**src/rtl/cart_bus_pkg.sv**
```systemverilog
// Shared definitions for the cartridge-bus host.
// Holds the bus-cycle state enum, the address-region boundaries used by the
// decoder, and the base of the mapper bank registers.
package cart_bus_pkg;

    typedef enum logic [2:0] {
        ST_IDLE,
        ST_SETUP,
        ST_STROBE,
        ST_HOLD,
        ST_RESP
    } bus_state_t;

    // Byte-address region boundaries
    localparam logic [23:0] ROM_END  = 24'h40_0000;
    localparam logic [23:0] CAS_END  = 24'hE0_0000;
    localparam logic [15:0] TME_PAGE = 16'hA130;

    // First mapper bank register; banks sit on odd bytes up to $A130FF
    localparam logic [23:0] BANK_REG_BASE = 24'hA1_30F1;

endpackage

```
**src/rtl/cart_addr_decode.sv**
```systemverilog
// Combinational region decode of a cartridge word address.
//   addr    : byte address bits [23:1]
//   rom_sel : address below $400000 (drives /CE_0)
//   tme_sel : address in page $A130xx (drives /TIME)
//   cas_rgn : address below $E00000 (read strobe /CAS0 may fire)
module cart_addr_decode
    import cart_bus_pkg::*;
(
    input  logic [22:0] addr,
    output logic        rom_sel,
    output logic        tme_sel,
    output logic        cas_rgn
);

    assign rom_sel = {addr, 1'b0} < ROM_END;
    assign tme_sel = addr[22:7] == TME_PAGE;
    assign cas_rgn = {addr, 1'b0} < CAS_END;

endmodule

```
**src/rtl/cart_bus_host.sv**
```systemverilog
// Mega Drive cartridge-bus initiator. Converts one read/write command at a
// time into a setup / strobe / hold bus cycle followed by a one-cycle
// response pulse.
//   clk, rst_n        : clock, synchronous active-low reset
//   cmd_*             : command handshake (write flag, word address, data)
//   rsp_valid/rsp_data: completion pulse and last captured read word
//   cart_*            : cartridge address, split data bus and output enable
//   ce_0, cas0, lwr, tme : active-low bus strobes
// Every bus output is a flop fed from next-state values, so strobes are
// glitch-free and line up exactly with the state they belong to.
module cart_bus_host
    import cart_bus_pkg::*;
#(
    parameter int SETUP_CYC  = 2,   // >= 1
    parameter int STROBE_CYC = 3,   // >= 1
    parameter int HOLD_CYC   = 1    // >= 1
) (
    input  logic        clk,
    input  logic        rst_n,
    input  logic        cmd_valid,
    output logic        cmd_ready,
    input  logic        cmd_write,
    input  logic [22:0] cmd_addr,
    input  logic [15:0] cmd_wdata,
    output logic        rsp_valid,
    output logic [15:0] rsp_data,
    output logic [22:0] cart_address,
    input  logic [15:0] cart_data_in,
    output logic [15:0] cart_data_out,
    output logic        cart_data_oe,
    output logic        ce_0,
    output logic        cas0,
    output logic        lwr,
    output logic        tme
);

    localparam int MAX_CYC = (SETUP_CYC > STROBE_CYC)
                           ? ((SETUP_CYC > HOLD_CYC) ? SETUP_CYC : HOLD_CYC)
                           : ((STROBE_CYC > HOLD_CYC) ? STROBE_CYC : HOLD_CYC);
    localparam int CNT_W = (MAX_CYC > 1) ? $clog2(MAX_CYC) : 1;

    localparam logic [CNT_W-1:0] SETUP_LD  = CNT_W'(SETUP_CYC - 1);
    localparam logic [CNT_W-1:0] STROBE_LD = CNT_W'(STROBE_CYC - 1);
    localparam logic [CNT_W-1:0] HOLD_LD   = CNT_W'(HOLD_CYC - 1);

    bus_state_t       state_q, state_nx;
    logic [CNT_W-1:0] cnt_q, cnt_nx;
    logic             accept;
    logic [22:0]      addr_q, addr_nx;
    logic             write_q, write_nx;
    logic [15:0]      wdata_q;
    logic             rom_sel, tme_sel, cas_rgn;
    logic             in_bus_nx, strobe_nx;

    // Phase sequencer: one down-counter reloaded with (length - 1) on entry
    always_comb begin
        state_nx = state_q;
        cnt_nx   = cnt_q;
        accept   = 1'b0;
        case (state_q)
            ST_IDLE: begin
                if (cmd_valid) begin
                    accept   = 1'b1;
                    state_nx = ST_SETUP;
                    cnt_nx   = SETUP_LD;
                end
            end
            ST_SETUP: begin
                if (cnt_q == '0) begin
                    state_nx = ST_STROBE;
                    cnt_nx   = STROBE_LD;
                end else begin
                    cnt_nx = cnt_q - CNT_W'(1);
                end
            end
            ST_STROBE: begin
                if (cnt_q == '0) begin
                    state_nx = ST_HOLD;
                    cnt_nx   = HOLD_LD;
                end else begin
                    cnt_nx = cnt_q - CNT_W'(1);
                end
            end
            ST_HOLD: begin
                if (cnt_q == '0) begin
                    state_nx = ST_RESP;
                end else begin
                    cnt_nx = cnt_q - CNT_W'(1);
                end
            end
            ST_RESP: state_nx = ST_IDLE;
            default: state_nx = ST_IDLE;
        endcase
    end

    // Decode the address that will be on the bus next cycle, so the
    // registered chip enables come up together with the address itself.
    assign addr_nx  = accept ? cmd_addr  : addr_q;
    assign write_nx = accept ? cmd_write : write_q;

    cart_addr_decode u_decode (
        .addr    (addr_nx),
        .rom_sel (rom_sel),
        .tme_sel (tme_sel),
        .cas_rgn (cas_rgn)
    );

    assign in_bus_nx = (state_nx == ST_SETUP) || (state_nx == ST_STROBE) ||
                       (state_nx == ST_HOLD);
    assign strobe_nx = (state_nx == ST_STROBE);

    always_ff @(posedge clk) begin
        if (!rst_n) begin
            state_q      <= ST_IDLE;
            cnt_q        <= '0;
            addr_q       <= '0;
            write_q      <= 1'b0;
            wdata_q      <= '0;
            cmd_ready    <= 1'b1;
            rsp_valid    <= 1'b0;
            rsp_data     <= '0;
            cart_data_oe <= 1'b0;
            ce_0         <= 1'b1;
            cas0         <= 1'b1;
            lwr          <= 1'b1;
            tme          <= 1'b1;
        end else begin
            state_q <= state_nx;
            cnt_q   <= cnt_nx;
            if (accept) begin
                addr_q  <= cmd_addr;
                write_q <= cmd_write;
                wdata_q <= cmd_wdata;
            end
            cmd_ready    <= (state_nx == ST_IDLE);
            rsp_valid    <= (state_nx == ST_RESP);
            ce_0         <= ~(in_bus_nx & rom_sel);
            tme          <= ~(in_bus_nx & tme_sel);
            cart_data_oe <= in_bus_nx & write_nx;
            // Writes keep /CAS0 high so the mapper sees a register write
            cas0         <= ~(strobe_nx & ~write_nx & cas_rgn);
            lwr          <= ~(strobe_nx & write_nx);
            // Sample read data on the edge closing the final strobe cycle
            if (state_q == ST_STROBE && cnt_q == '0 && !write_q)
                rsp_data <= cart_data_in;
        end
    end

    assign cart_address  = addr_q;
    assign cart_data_out = wdata_q;

endmodule

```
**config.mk**
```make
export PLATFORM = sky130hd
export DESIGN_NAME = cart_bus_host
export DESIGN_NICKNAME = d
export VERILOG_FILES = /design/src/rtl/cart_bus_pkg.sv /design/src/rtl/cart_addr_decode.sv /design/src/rtl/cart_bus_host.sv
export SDC_FILE = /design/constraint.sdc
export NUM_CORES = 1
export LEC_CHECK = 0
export CORE_ASPECT_RATIO = 0.5
export CORE_MARGIN = 4
export CORE_UTILIZATION = 42
export CTS_BUF_LIST = sky130_fd_sc_hd__clkbuf_2
export DETAILED_ROUTE_END_ITERATION = 8
export GPL_TIMING_DRIVEN = 0
export HOLD_SLACK_MARGIN = 0.12
export PLACE_DENSITY_LB_ADDON = 0.08
export SYNTH_ARGS = -nofsm -noshare
export SYNTH_HDL_FRONTEND = slang
export SYNTH_SLANG_ARGS = --single-unit
export TNS_END_PERCENT = 10
```
**constraint.sdc**
```tcl
create_clock -name clk -period 2.1 [get_ports clk]
set_clock_uncertainty 0.1 [all_clocks]
set_input_delay 0.42 -clock clk [delete_from_list [all_inputs] [get_ports clk]]
set_output_delay 0.42 -clock clk [all_outputs]
set_load 0.02 [all_outputs]
```
# Yosys cells after proc, flatten, opt, wreduce, memory -nomap -nowiden
# Cells that the tools add are included.
[word_totals] regBits=68
[classes] n_addsub=1 n_lt_le_gt_ge=2 n_eq_ne=10 muxes=14 n_bitwise=11 reduce_logical=10
[ops] operator="24-bit by 23-bit < comparator with 1-bit output, second input constant" n=1
[ops] operator="24-bit < comparator, second input constant" n=1
[ops] operator="23-bit 2-to-1 mux" n=1
[ops] operator="16-bit equality test, second input constant" n=1
[ops] operator="3-bit by 2-bit equality test with 1-bit output, second input constant" n=4
[ops] operator="3-bit 2-to-1 mux" n=4
[ops] operator="3-bit one-hot mux with 4 select lines" n=1
[ops] operator="2-bit 2-to-1 mux" n=4
[ops] operator="2-bit one-hot mux with 4 select lines" n=1
[ops] operator="1-bit AND" n=6
[ops] operator="3-bit by 1-bit equality test with 1-bit output, second input constant" n=2
[ops] operator="3-bit logical NOT" n=2
[ops] operator="1-bit inverter" n=5
[ops] operator="2-bit != test, second input constant" n=2
[ops] operator="4-bit nonzero test" n=1
[ops] operator="3-bit equality test, second input constant" n=1
[ops] operator="1-bit 2-to-1 mux" n=3
[ops] operator="3-bit AND reduction" n=1
[ops] operator="1-bit logical AND" n=2
[ops] operator="2-bit logical NOT" n=1
[ops] operator="1-bit logical OR" n=2
[ops] operator="2-bit by 1-bit subtractor with 2-bit output, second input constant" n=1
[ops] operator="1-bit logical NOT" n=1

# Longest topological paths before layout
# Gate-level depths: netlist (run 1).
[logic_depth] ltp_word=8 mapped_depth=8 mapped_depth_nobuf=6

# Modules after synthesis
# A second synthesis (run 1) with hierarchy kept.
[hier_totals] cells_unflattened=329 area_unflattened_um2=2727.6
[modules_own_cells] module="cart_bus_host" n_inst=1 cells_per_inst=322 area_each_um2=2671.3
[modules_own_cells] module="cart_addr_decode" n_inst=1 cells_per_inst=7 area_each_um2=56.3

# Worst setup path before layout (run 1)
# Ideal clock, no wire load.
[synth_path] path_type="register to register" start="register cnt_q[0]" end="register rsp_data[0]" arrival_ns=1.463 required_time_ns=1.884 setup_slack_ns=0.420 stages_incl_launch_ff=9 synth_period_minus_slack_ns=1.680 path_cell_list="dfxtp_1 inv_1 ha_1 nand2_1 or4_1 buf_2 buf_6 nand2_1 a21boi_1"
[synth_between] elab_chain_cells=3
[synth_rtl] element="from (decl)" line="cart_bus_host.sv:47" text="logic [CNT_W-1:0] cnt_q, cnt_nx;"
[synth_rtl] element="from (signal assigned)" line="cart_bus_host.sv:129" text="cnt_q <= cnt_nx;"
[synth_rtl] element="2-bit logical NOT" line="cart_bus_host.sv:144" text="if (state_q == ST_STROBE && cnt_q == '0 && !write_q)"
[synth_rtl] element="1-bit logical AND (2 in a row)" line="cart_bus_host.sv:144"
[synth_rtl] element="to (signal assigned)" line="cart_bus_host.sv:145" text="rsp_data <= cart_data_in;"
[synth_rtl] element="to (decl)" line="cart_bus_host.sv:26" text="output logic [15:0] rsp_data,"
# Every way passes these cells.
# A chain may end at the register's enable or synchronous reset.

# Worst setup path after layout (run 1)
[layout_path] start="register addr_q[18] (netlist: cart_address[18])" end="output port cart_address[18]"
[layout_lines] element="from (decl)" line="cart_bus_host.sv:49" text="logic [22:0] addr_q, addr_nx;"
[layout_lines] element="from (signal assigned)" line="cart_bus_host.sv:131" text="addr_q <= cmd_addr;"
[layout_lines] element="to (decl)" line="cart_bus_host.sv:27" text="output logic [22:0] cart_address,"
# No word-level cell between the ends.

==> flow_summary.yaml, run 1 <==
min_path:
  hp-start: "rsp_data[0]$_SDFFE_PN0P_"
  hold_class: "flop to flop"
  timing.hold.worst_path_depth: 2
  hold-path-endpoint: "rsp_data[0]$_SDFFE_PN0P_"
cells_and_area:
  final_design_area_excluding_fillers_um2: 4180
  area.growth.synth_to_final_pct: 54.1
  fillerInstances: 524
  seq_area_um2: 1360
  antenna_cells: 0
  drive_above_1_share_pct: 6.64
  most_common_cell_after_layout_fill_and_taps_aside: "sky130_fd_sc_hd__nand2_1"
  final_cell_count_no_fill: 540
  final_cell_mix: "117 x sky130_fd_sc_hd__nand2_1, 104 x sky130_fd_sc_hd__clkdlybuf4s50_1, 68 x sky130_fd_sc_hd__dfxtp_1"
  fin_nets: 509
  multi_input_area_um2: 1220
  finalCoreUtilization_pct: 67.8
critical_path:
  req_time_crit_path_ps: 1580
  worstPathBufferInverterCount: 1
  path_class: "flop to primary output"
  crit-reg2reg-capture: "ce_0$_SDFF_PN1_"
  worstPathCellList: "clkdlybuf4s50_1"
  critPathTopFamily: "buffers and inverters"
  highest_delay_cell_along_the_critical_path: "sky130_fd_sc_hd__clkdlybuf4s50_1"
  cp-start-kind: "flop"
  critical_path.max_stage_delay_ps: 610
  worstSetupEndpointType: "primary output"
  worstPathMaxFanout: 3
  r2r_slack_ps: 240
  timing.reg2reg.worst_path_depth: 5
  cp_data_arrival_time_ps: 1480
  rr_startpoint: "cnt_q[0]$_SDFFE_PN0P_"
clock_tree:
  tritoncts: "built"
  clock_sink_count: 68
  ctsHtreeMaxLevel: 3
  clkSlewWorstSetupHoldPaths_ps: 180
  tritoncts.num_buffers: 9
  cts_hold_buf: 0
  worst_skew_pair.late_latency_ps: 480
  cts.path.max_buffers: 2
  cts_root_buf: "sky130_fd_sc_hd__clkbuf_2"
routing:
  post_drt_via_cell_ratio: 4.87
  drt_drc_violations_left: 0
  drt_first_iter_violations: 127
  detail_route.first_pass.iterations: 4
  detail_route.wl_per_cell_um: 13.8
  ant_nets: 0
  dr_total_vias: 2628
  route.final.wire_length_mm: 7.44
timing:
  finalCriticalPeriod_ps: 2000
  setup_viol_count_final: 0
  timing_hold_violations_final: 0
  setup_slack_after_layout_ps: 95.1
  fin_worst_hold_slack_ps: 369
  max_clock_freq_ghz: 0.499
  finalMaxSlewViolations: 0
  post-route-period-util_pct: 95.5
  slew_headroom_pct: 60.1
  rsz_0062_raised_after_global_routing: "no"
  worst_pin_slew_ps: 593
global_route:
  grt_busiest_layer: "met2"
  grt_overflow: 0
  grtUsageMet2_pct: 35.0
  groute.layer.met3.usage_pct: 8.11
  via_count_of_the_first_global_routing_pass: 2642
  grt_first_pass_wirelength_mm: 12.2
  groute.usage.overall_pct: 19.5
  grt.met1_usage_pct: 21.7
  largest_net_degree_at_the_start_of_global_routing: 12
  initial_antenna_violation_count: 0
placed_design:
  place_inst: 524
  post-place-ws_ps: -93.3
  finalWeightedCongestion: 0.763
  dp_hpwl_mm: 5.82
  io_buffers: 120
  dpl_cell_area_um2: 4020
synthesis:
  synthesis.area_per_instance_um2: 8.57
  async_reset_ff_share_pct: 0
  synthesis.nets: 378
  synth_warnings: 0
  synth_top_flop_cell: "sky130_fd_sc_hd__dfxtp_1"
  syn-cell-area_um2: 2710
  edff_count_synth: 0
  syn-instance-count: 316
  seq_total_area_yosys_pct: 50.3
  synth_cell_types: 32
  ys_seq_elements: 68
power:
  ir_drop_mv: 0.486
  p_per_area_nw_per_um2: 982
  power.leakage_nw: 1.74
die:
  chipWidth_um: 122
  ioPinCount: 121
  rows: 20
  design.core.area_um2: 6160
  dieArea_um2: 7880
  initial_cell_density_of_the_core_pct: 44.0
  die_height_um: 64.8
outcome:
  outcome: "completed"
run:
  maxCapViolations: 0
-- sequential cells by signal, summed over array words and instances, names as in the netlist --
register,cells
cart_address,23
cart_data_out,16
rsp_data,16
state_q,3
cnt_q,2
cart_data_oe,1
cas0,1
ce_0,1
cmd_ready,1
lwr,1
rsp_valid,1
tme,1
write_q,1
-- synthesized netlist by cell type, types with 2 or more instances --
| cell | n | area (um2) |
|---|---|---|
| sky130_fd_sc_hd__ha_1 | 3 | 37.5 |
| sky130_fd_sc_hd__dfxtp_1 | 68 | 1360 |
| sky130_fd_sc_hd__a21boi_0 | 45 | 338 |
| sky130_fd_sc_hd__buf_2 | 8 | 40.0 |
| sky130_fd_sc_hd__nor4_1 | 2 | 12.5 |
| sky130_fd_sc_hd__o21ai_0 | 2 | 10.0 |
| sky130_fd_sc_hd__nor2b_1 | 4 | 25.0 |
| sky130_fd_sc_hd__nor3b_1 | 2 | 15.0 |
| sky130_fd_sc_hd__a21boi_1 | 10 | 75.1 |
| sky130_fd_sc_hd__nor2_1 | 8 | 30.0 |
| sky130_fd_sc_hd__nand2b_1 | 4 | 25.0 |
| sky130_fd_sc_hd__clkbuf_1 | 6 | 22.5 |
| sky130_fd_sc_hd__inv_1 | 2 | 7.51 |
| sky130_fd_sc_hd__buf_4 | 4 | 30.0 |
| sky130_fd_sc_hd__buf_6 | 2 | 22.5 |
| sky130_fd_sc_hd__nor4b_1 | 2 | 17.5 |
| sky130_fd_sc_hd__nand2_1 | 117 | 439 |
| sky130_fd_sc_hd__nand4_1 | 7 | 43.8 |
| sky130_fd_sc_hd__nor3_1 | 7 | 35.0 |
-- report_power, final --
| part | switching, W | internal [W] | leakage [nW] |
|---|---|---|---|
| Sequential | 0.000144 | 0.00152 | 0.556 |
| Combinational | 0.000884 | 0.000733 | 1.11 |
| Clock | 0.000441 | 0.000379 | 0.0782 |
| Total | 0.00147 | 0.00263 | 1.74 |
-- routing by layer --
metal	wire (um)	vias to the layer above
li1	-	1310
met1	3210	1226
met2	3580	88
met3	609	4
met4	35	0
met5	0	-
-- logic make-up (layout without fill, tap and decap cells) --
kind of cell	after synthesis	in the layout	share of synthesized area (%)
xor+xnor	1	1	0.323
mux	1	1	0.370
flops	68	68	50.3
simple gates	158	158	25.8
buf+inv	22	158	4.53
fa+ha+maj	3	3	1.39
compound gates	63	63	17.4
-- repair_timing --
action | CTS | global route
buffers inserted | 0 | 0
setup endpoints to repair | 3 | 13
gates resized for setup | 3 | 13
-- final cells by class --
| cell class | count | area share [%] |
|---|---|---|
| buffer | 20 | 2.76 |
| tap | 88 | 2.64 |
| timing repair buffer | 120 | 29.5 |
| inverter | 2 | 0.180 |
| sequential | 68 | 32.6 |
| multi-input combinational | 226 | 29.3 |
| clock inverter | 7 | 1.95 |
| clock buffer | 9 | 1.08 |
-- worst min-delay path, cell delays in order (launching register included) --
cell	delay, ps
sky130_fd_sc_hd__dfxtp_1	350
sky130_fd_sc_hd__nand2_1	50
sky130_fd_sc_hd__a21boi_1	50
-- through the flow --
step           total power [W]  TNS, ps
6_report               0.00410        0
4_1_cts                0.00415        0
2_1_floorplan          0.00262        0
5_1_grt                0.00437        0
3_5_place_dp           0.00334     -829
3_3_place_gp           0.00328     -206
-- how the worst max path moves through the flow --
stage                     cells after the start  slack [ps]                            end                   startpoint
final                                         1         100               cart_address[18]  cart_address[18]$_SDFF_PN0_
after global routing                          1           2               cart_address[18]  cart_address[18]$_SDFF_PN0_
after CTS                                     1          30               cart_address[12]  cart_address[12]$_SDFF_PN0_
after detailed placement                      4         -90  cart_data_out[4]$_SDFFE_PN0N_                        rst_n
after global placement                        4         -30  cart_data_out[4]$_SDFFE_PN0N_                        rst_n
after floorplan                               8         420       rsp_data[0]$_SDFFE_PN0P_        cnt_q[0]$_SDFFE_PN0P_
Note: power is estimated with default switching activity, not from simulation.
==> inputs of run 2 (changes only) <==
--- a/config.mk
+++ b/config.mk
@@ -9,6 +9,7 @@
 export CORE_MARGIN = 4
 export CORE_UTILIZATION = 42
 export CTS_BUF_LIST = sky130_fd_sc_hd__clkbuf_2
+export CTS_CLUSTER_DIAMETER = 100
 export DETAILED_ROUTE_END_ITERATION = 8
 export GPL_TIMING_DRIVEN = 0
 export HOLD_SLACK_MARGIN = 0.12
==> results of run 2 <==
Same layout as run 1: the final DEF is identical, and so are final timing and power.
